**src/rtl/doc_wave_fetch.sv**
```systemverilog
// DOC5503 wave-data feeder: byte reads served from a one-word cache or an SDRAM word fetch,
// with a one-entry pending slot for reads arriving while busy and GLU write snooping.
module doc_wave_fetch #(
  parameter int          MEM_ADDR_WIDTH = 21,
  parameter logic [6:0]  MEM_BASE       = 7'h04,
  parameter int          TIMEOUT_CYCLES = 64,
  parameter logic [7:0]  TIMEOUT_BYTE   = 8'h80
) (
  input  logic                      clk_i,
  input  logic                      reset_i,
  input  logic                      wave_rd_i,
  input  logic [15:0]               wave_addr_i,
  output logic [7:0]                wave_data_o,
  output logic                      wave_data_ready_o,
  input  logic                      glu_wr_i,
  input  logic [15:0]               glu_wr_addr_i,
  output logic                      mem_rd_o,
  output logic [MEM_ADDR_WIDTH-1:0] mem_addr_o,
  input  logic                      mem_ready_i,
  input  logic [31:0]               mem_q_i,
  output logic                      overflow_o,
  output logic                      timeout_o
);
  localparam int CW = $clog2(TIMEOUT_CYCLES + 1);

  typedef enum logic [1:0] {IDLE, ISSUE, WAIT} state_t;
  state_t state_q, state_d;

  logic [31:0]   cache_q;
  logic [13:0]   cache_tag_q;
  logic          cache_vld_q;
  logic [13:0]   fetch_tag_q;
  logic [1:0]    fetch_off_q;
  logic          suppress_q;
  logic          pend_vld_q;
  logic [15:0]   pend_addr_q;
  logic [CW-1:0] cnt_q;
  logic          ready_q;
  logic [7:0]    data_q;
  logic          overflow_q, timeout_q;
  logic [MEM_ADDR_WIDTH-1:0] mem_addr_q;

  logic        idle_free, use_pend, req_go, hit, miss, fill, tmo;
  logic        snoop_cache, snoop_fetch, snoop_req;
  logic [15:0] req_addr;
  logic [13:0] req_tag;

  // The strobe cycle still counts as busy so a pending request is served one cycle later.
  assign idle_free   = (state_q == IDLE) && !ready_q;
  assign use_pend    = idle_free && pend_vld_q;
  assign req_go      = idle_free && (pend_vld_q || wave_rd_i);
  assign req_addr    = use_pend ? pend_addr_q : wave_addr_i;
  assign req_tag     = req_addr[15:2];
  assign snoop_cache = glu_wr_i && (glu_wr_addr_i[15:2] == cache_tag_q);
  assign snoop_fetch = glu_wr_i && (glu_wr_addr_i[15:2] == fetch_tag_q);
  assign snoop_req   = glu_wr_i && (glu_wr_addr_i[15:2] == req_tag);
  assign hit         = req_go && cache_vld_q && (req_tag == cache_tag_q) && !snoop_cache;
  assign miss        = req_go && !hit;
  assign fill        = (state_q == WAIT) && mem_ready_i;
  assign tmo         = (state_q == WAIT) && !mem_ready_i && (cnt_q == CW'(TIMEOUT_CYCLES - 1));

  always_ff @(posedge clk_i or posedge reset_i) begin
    if (reset_i) state_q <= IDLE;
    else         state_q <= state_d;
  end

  always_comb begin
    state_d  = state_q;
    mem_rd_o = 1'b0;
    case (state_q)
      IDLE:  if (miss) state_d = ISSUE;
      ISSUE: begin
        mem_rd_o = 1'b1;
        state_d  = WAIT;
      end
      WAIT:  if (fill || tmo) state_d = IDLE;
      default: state_d = IDLE;
    endcase
  end

  always_ff @(posedge clk_i or posedge reset_i) begin
    if (reset_i) begin
      cache_q     <= '0;
      cache_tag_q <= '0;
      cache_vld_q <= 1'b0;
      fetch_tag_q <= '0;
      fetch_off_q <= '0;
      suppress_q  <= 1'b0;
      pend_vld_q  <= 1'b0;
      pend_addr_q <= '0;
      cnt_q       <= '0;
      ready_q     <= 1'b0;
      data_q      <= '0;
      overflow_q  <= 1'b0;
      timeout_q   <= 1'b0;
      mem_addr_q  <= '0;
    end else begin
      ready_q <= hit || fill || tmo;
      if (hit)       data_q <= cache_q[{req_addr[1:0], 3'b000} +: 8];
      else if (fill) data_q <= mem_q_i[{fetch_off_q, 3'b000} +: 8];
      else if (tmo)  data_q <= TIMEOUT_BYTE;

      if (snoop_cache) cache_vld_q <= 1'b0;
      // Invalidate on miss so a timed-out fetch leaves nothing stale behind.
      if (miss) begin
        cache_vld_q <= 1'b0;
        fetch_tag_q <= req_tag;
        fetch_off_q <= req_addr[1:0];
        suppress_q  <= snoop_req;
        mem_addr_q  <= MEM_ADDR_WIDTH'({MEM_BASE, req_tag});
      end else if (state_q != IDLE && snoop_fetch) begin
        suppress_q <= 1'b1;
      end
      if (fill) begin
        cache_q     <= mem_q_i;
        cache_tag_q <= fetch_tag_q;
        cache_vld_q <= !(suppress_q || snoop_fetch);
      end

      if (state_q == ISSUE)     cnt_q <= '0;
      else if (state_q == WAIT) cnt_q <= cnt_q + 1'b1;

      if (wave_rd_i && !idle_free) begin
        pend_vld_q  <= 1'b1;
        pend_addr_q <= wave_addr_i;
        if (pend_vld_q) overflow_q <= 1'b1;
      end else if (use_pend) begin
        pend_vld_q <= wave_rd_i;
        if (wave_rd_i) pend_addr_q <= wave_addr_i;
      end

      if (tmo) timeout_q <= 1'b1;
    end
  end

  assign wave_data_o       = data_q;
  assign wave_data_ready_o = ready_q;
  assign mem_addr_o        = mem_addr_q;
  assign overflow_o        = overflow_q;
  assign timeout_o         = timeout_q;
endmodule

```
**config.mk**
```make
export PLATFORM = sky130hd
export DESIGN_NAME = doc_wave_fetch
export DESIGN_NICKNAME = d
export VERILOG_FILES = /design/src/rtl/doc_wave_fetch.sv
export SDC_FILE = /design/constraint.sdc
export NUM_CORES = 1
export LEC_CHECK = 0
export BUFFER_PORTS_ARGS = -buffer_cell sky130_fd_sc_hd__clkbuf_2
export CAP_MARGIN = 20
export CORE_MARGIN = 4
export CORE_UTILIZATION = 53
export CTS_CLUSTER_SIZE = 14
export DETAILED_ROUTE_END_ITERATION = 10
export PLACE_DENSITY = 0.85
export SLEW_MARGIN = 20
export SYNTH_ARGS = -nofsm -noshare
export SYNTH_HDL_FRONTEND = slang
export SYNTH_SLANG_ARGS = --single-unit
```
**constraint.sdc**
```tcl
create_clock -name clk_i -period 4 [get_ports clk_i]
set_input_delay 0.4 -clock clk_i [delete_from_list [all_inputs] [get_ports clk_i]]
set_output_delay 0.4 -clock clk_i [all_outputs]
set_load 0.03 [all_outputs]
```
==> results by group <==
Power and ir drop
  – Clk pwr share: 0.130
  – PwrDens: 759.0 nW/um^2
  – Flop pwr share: 0.388
  – Leakage: 3.052 nW
  – Sw Pwr: 2.195 mW
  – Max IR drop VDD: ~0.00038 V
  – Internal power: 2.751 mW
  – Switching part of the total power: 0.4439
  – Relative contribution of combinational cells to total power: 0.481

Worst setup path
  – Worst path cell trace: inv_1 > ha_1 > and3b_1 > buf_4 > mux2i_1 > o2bb2ai_1 > nor4_1 > nand4_1 > buf_4 > mux2_1
  – Slowest CP cell: nor4_1
  – Kind of end point of the critical path: flip-flop
  – Crit path largest cell delay: 0.54 ns
  – Worst endpoint data arrival time: 3.77 ns
  – CP Class: reg2reg
  – Cell family with most CP delay: simple AND/OR/NAND/NOR gates
  – Startpoint types: flip-flop
  – Critical-path maximum fanout: 41
  – Worst EP required: 4.27 ns
  – CP dominant cell by count: buf_4
  – Crit path buffers/inverters: 3

Logic synthesis
  – Ys Warns: 0
  – Synth top area share: 0.4417
  – Syn Inst Count: approximately 610
  – Yosys reg bits: slightly above 100
  – Synth async-reset ratio: 1.000
  – Largest cells by area after synthesis: dfrtp_1, nand2_1, mux4_2, xnor2_1, mux2_2
  – EDFF count, synth: 0
  – Cell variety after synth: 64
  – Post-synthesis sequential area ratio: 0.4417
  – Largest area contributor in the netlist: dfrtp_1
  – Main flop type after synthesis: dfrtp_1
  – Syn avg cell area: between 9 and 10 sq um
  – Post-Syn Area: 5779 sq um

Cells and area
  – Layout cell share with drive strength beyond 1: 0.2381
  – Post-Layout Cell Count: 829
  – Nets: 762
  – Area growth syn-to-layout: 12.75%
  – N_diodes: 0
  – Final Util: 0.6228
  – Final Cell Area: 6516 sq um

STA
  – Max Slew Vio Count: 0
  – Endpoints failing setup: 0
  – Tmin final: 3.500 ns
  – Final Hold Viols: 0
  – RSZ-0062 raised after global routing: false
  – Period utilisation layout: 0.8750
  – Clock Skews: 0.01617 ns
  – Rel. slew slack: 0.3859
  – Slew of the pin with the lowest slew margin: just over 0.9 ns
  – Max Clock Freq: 285.7 MHz
  – Setup TNS: 0 ns

Routing
  – Vias per cell: 6.060
  – TritonRoute pass-1 iters: 6
  – Antenna-violating nets left: 0
  – DRC Markers: 0
  – Total Routed Length: 15.64 mm
  – Vias: about 5.0k
  – Initial DRC count: 359
  – Routed len/inst: approximately 19 um

Floorplan
  – Core ar.: 10460 sq um
  – FP Rows: 37
  – Die width: 112.4 um
  – Initial Util: 0.5524
  – Ports: 102
  – Die Footprint: about 13000 sq um
  – Die height: roughly 110 um

Clock tree
  – # clock sinks: slightly above 100
  – CTS root buf: clkbuf_8
  – CTS clock-pin slew for the worst setup and hold paths: 0.10 ns
  – Htree depth: 3
  – Cts bufs inserted: 9
  – Clock Latency Late Sink: 0.39 ns
  – Clock buffer depth: 2
  – Postcts setup bufs: 0
  – Post-CTS Resized: 0
  – CTS tree: done
  – Hold_buf cts: 0

Job
  – MaxCap Viol Count: 0

Placement
  – Dpl cell area: 6322 sq um
  – Dpl hpwl: 11.45 mm
  – Routability cong.: around 0.91
  – Placed instance count: around 810
  – Port Buffer Count: 93

GRT
  – Initial antenna violation count: 0
  – Tot GR Track Use: 0.2560
  – Remaining Overflow, GRT: 0
  – First-pass GRT wire length: 25.54 mm
  – Largest net degree at the start of global routing: between 70 and 80
  – Number of global-route vias before repair: 5004

Outcome
  – Status: complete, no violations

Min path
  – Worst min path class: in2async
## cell type report
class | instances | area [sq um]
Fill cell | 910 | 3946
Multi-Input combinational cell | 444 | 2942
Sequential cell | 102 | 2552
Timing Repair Buffer | 106 | 563.0
Tap cell | 136 | 170.2
Clock buffer | 12 | 155.1
Inverter | 25 | 96.34
Clock inverter | 4 | 37.54
## power by group through the flow
stage | Combinational (mW) | Clock [mW] | Sequential (mW)
4_1_cts | 2.37 | 0.658 | 1.91
2_1_floorplan | 1.62 | 0 | 1.98
5_1_grt | 2.60 | 0.695 | 1.98
6_report | 2.38 | 0.645 | 1.92
3_5_place_dp | 2.36 | 0 | 1.93
3_3_place_gp | 2.27 | 0 | 1.90
## cell families (layout without fill, tap and decap cells)
family / count (synthesis) / count (layout) / synth area share
simple gates: 235 / 235 / 0.1816
compound gates: 107 / 107 / 0.1241
flops: 102 / 102 / 0.4417
buf+inv: 64 / 147 / 0.05347
mux: 49 / 49 / 0.1238
xor+xnor: 41 / 41 / 0.06213
fa+ha+maj: 6 / 6 / 0.01256
other cells: 1 / 6 / 0.0006489
## final timing paths
check	startpoint	endpoint	slack (ns)	cells past startpoint
worst min register to register	mem_addr_o[16]	mem_addr_o[16]	0.47	1
max in group asynchronous	reset_i	pend_addr_q[0]	2.86	3
worst max register to register	state_q[0]	wave_data_o[7]	0.50	10
min in group clk_i	mem_q_i[13]	cache_q[13]	0.22	3
worst max-delay path	state_q[0]	wave_data_o[7]	0.50	10
worst min-delay path	reset_i	pend_addr_q[7]	0.20	2
## Yosys cell counts, types with 3 or more instances
library cell,count
and2_1,3
dfrtp_1,102
ha_1,5
a221o_1,3
a21oi_1,27
nor2b_1,5
nand4_1,9
a22oi_1,9
a22o_1,3
buf_4,9
xnor2_1,35
nand3_1,12
a31o_2,3
xor2_1,6
o21ai_0,18
nand3b_1,4
o22ai_1,4
nand2_1,159
nand2b_1,12
nor2_1,15
inv_1,25
clkbuf_1,23
mux2_2,16
mux4_2,16
a31oi_1,15
mux2i_1,15
buf_6,3
## cell usage in the layout, fill, tap and decap left out, drive strengths merged, types with 3 or more instances in the layout
cell,netlist,layout
a22oi,9,9
inv,25,28
mux2i,16,16
conb,1,6
nand4,9,9
nand2b,12,12
mux2,17,17
o21ai,18,18
a21oi,27,27
nor2b,5,5
xnor2,35,35
nand3b,4,4
a31o,4,4
ha,5,5
a31oi,15,15
clkbuf,23,105
o22ai,4,4
a22o,3,3
nand3,12,12
a221o,3,3
dfrtp,102,102
mux4,16,16
nor2,15,15
nand2,159,159
buf,16,13
xor2,6,6
and2,3,3
## flip-flops by register name, indices dropped and copies added (netlist names), 2 cells and up
name and flops:
cache_tag_q 14, cache_q 32, pend_addr_q 16, state_q 2
mem_addr_o 2, fetch_off_q 2, wave_data_o 8, fetch_tag_q 13
cnt_q 7
## routing by layer
metal,GRT usage,vias up,part of all wire
met5,0,-,0
met4,0.1106,0,0.032
met3,0.06253,45,0.077
met2,0.4072,259,0.48
met1,0.3358,2455,0.41
li1,-,2265,-
## metrics by stage
step | hold slack, ns | power (mW) | setup slack [ns]
final | 0.1959 | 4.946 | 0.5000
after global routing | 0.2157 | 5.272 | 0.2130
after floorplan | 0.4403 | 3.598 | 0.9245
after detailed placement | 0.4591 | 4.284 | 0.6166
after CTS | 0.2070 | 4.934 | 0.5713
after global placement | 0.4539 | 4.174 | 0.7333
(Power assumes the default switching activity.)
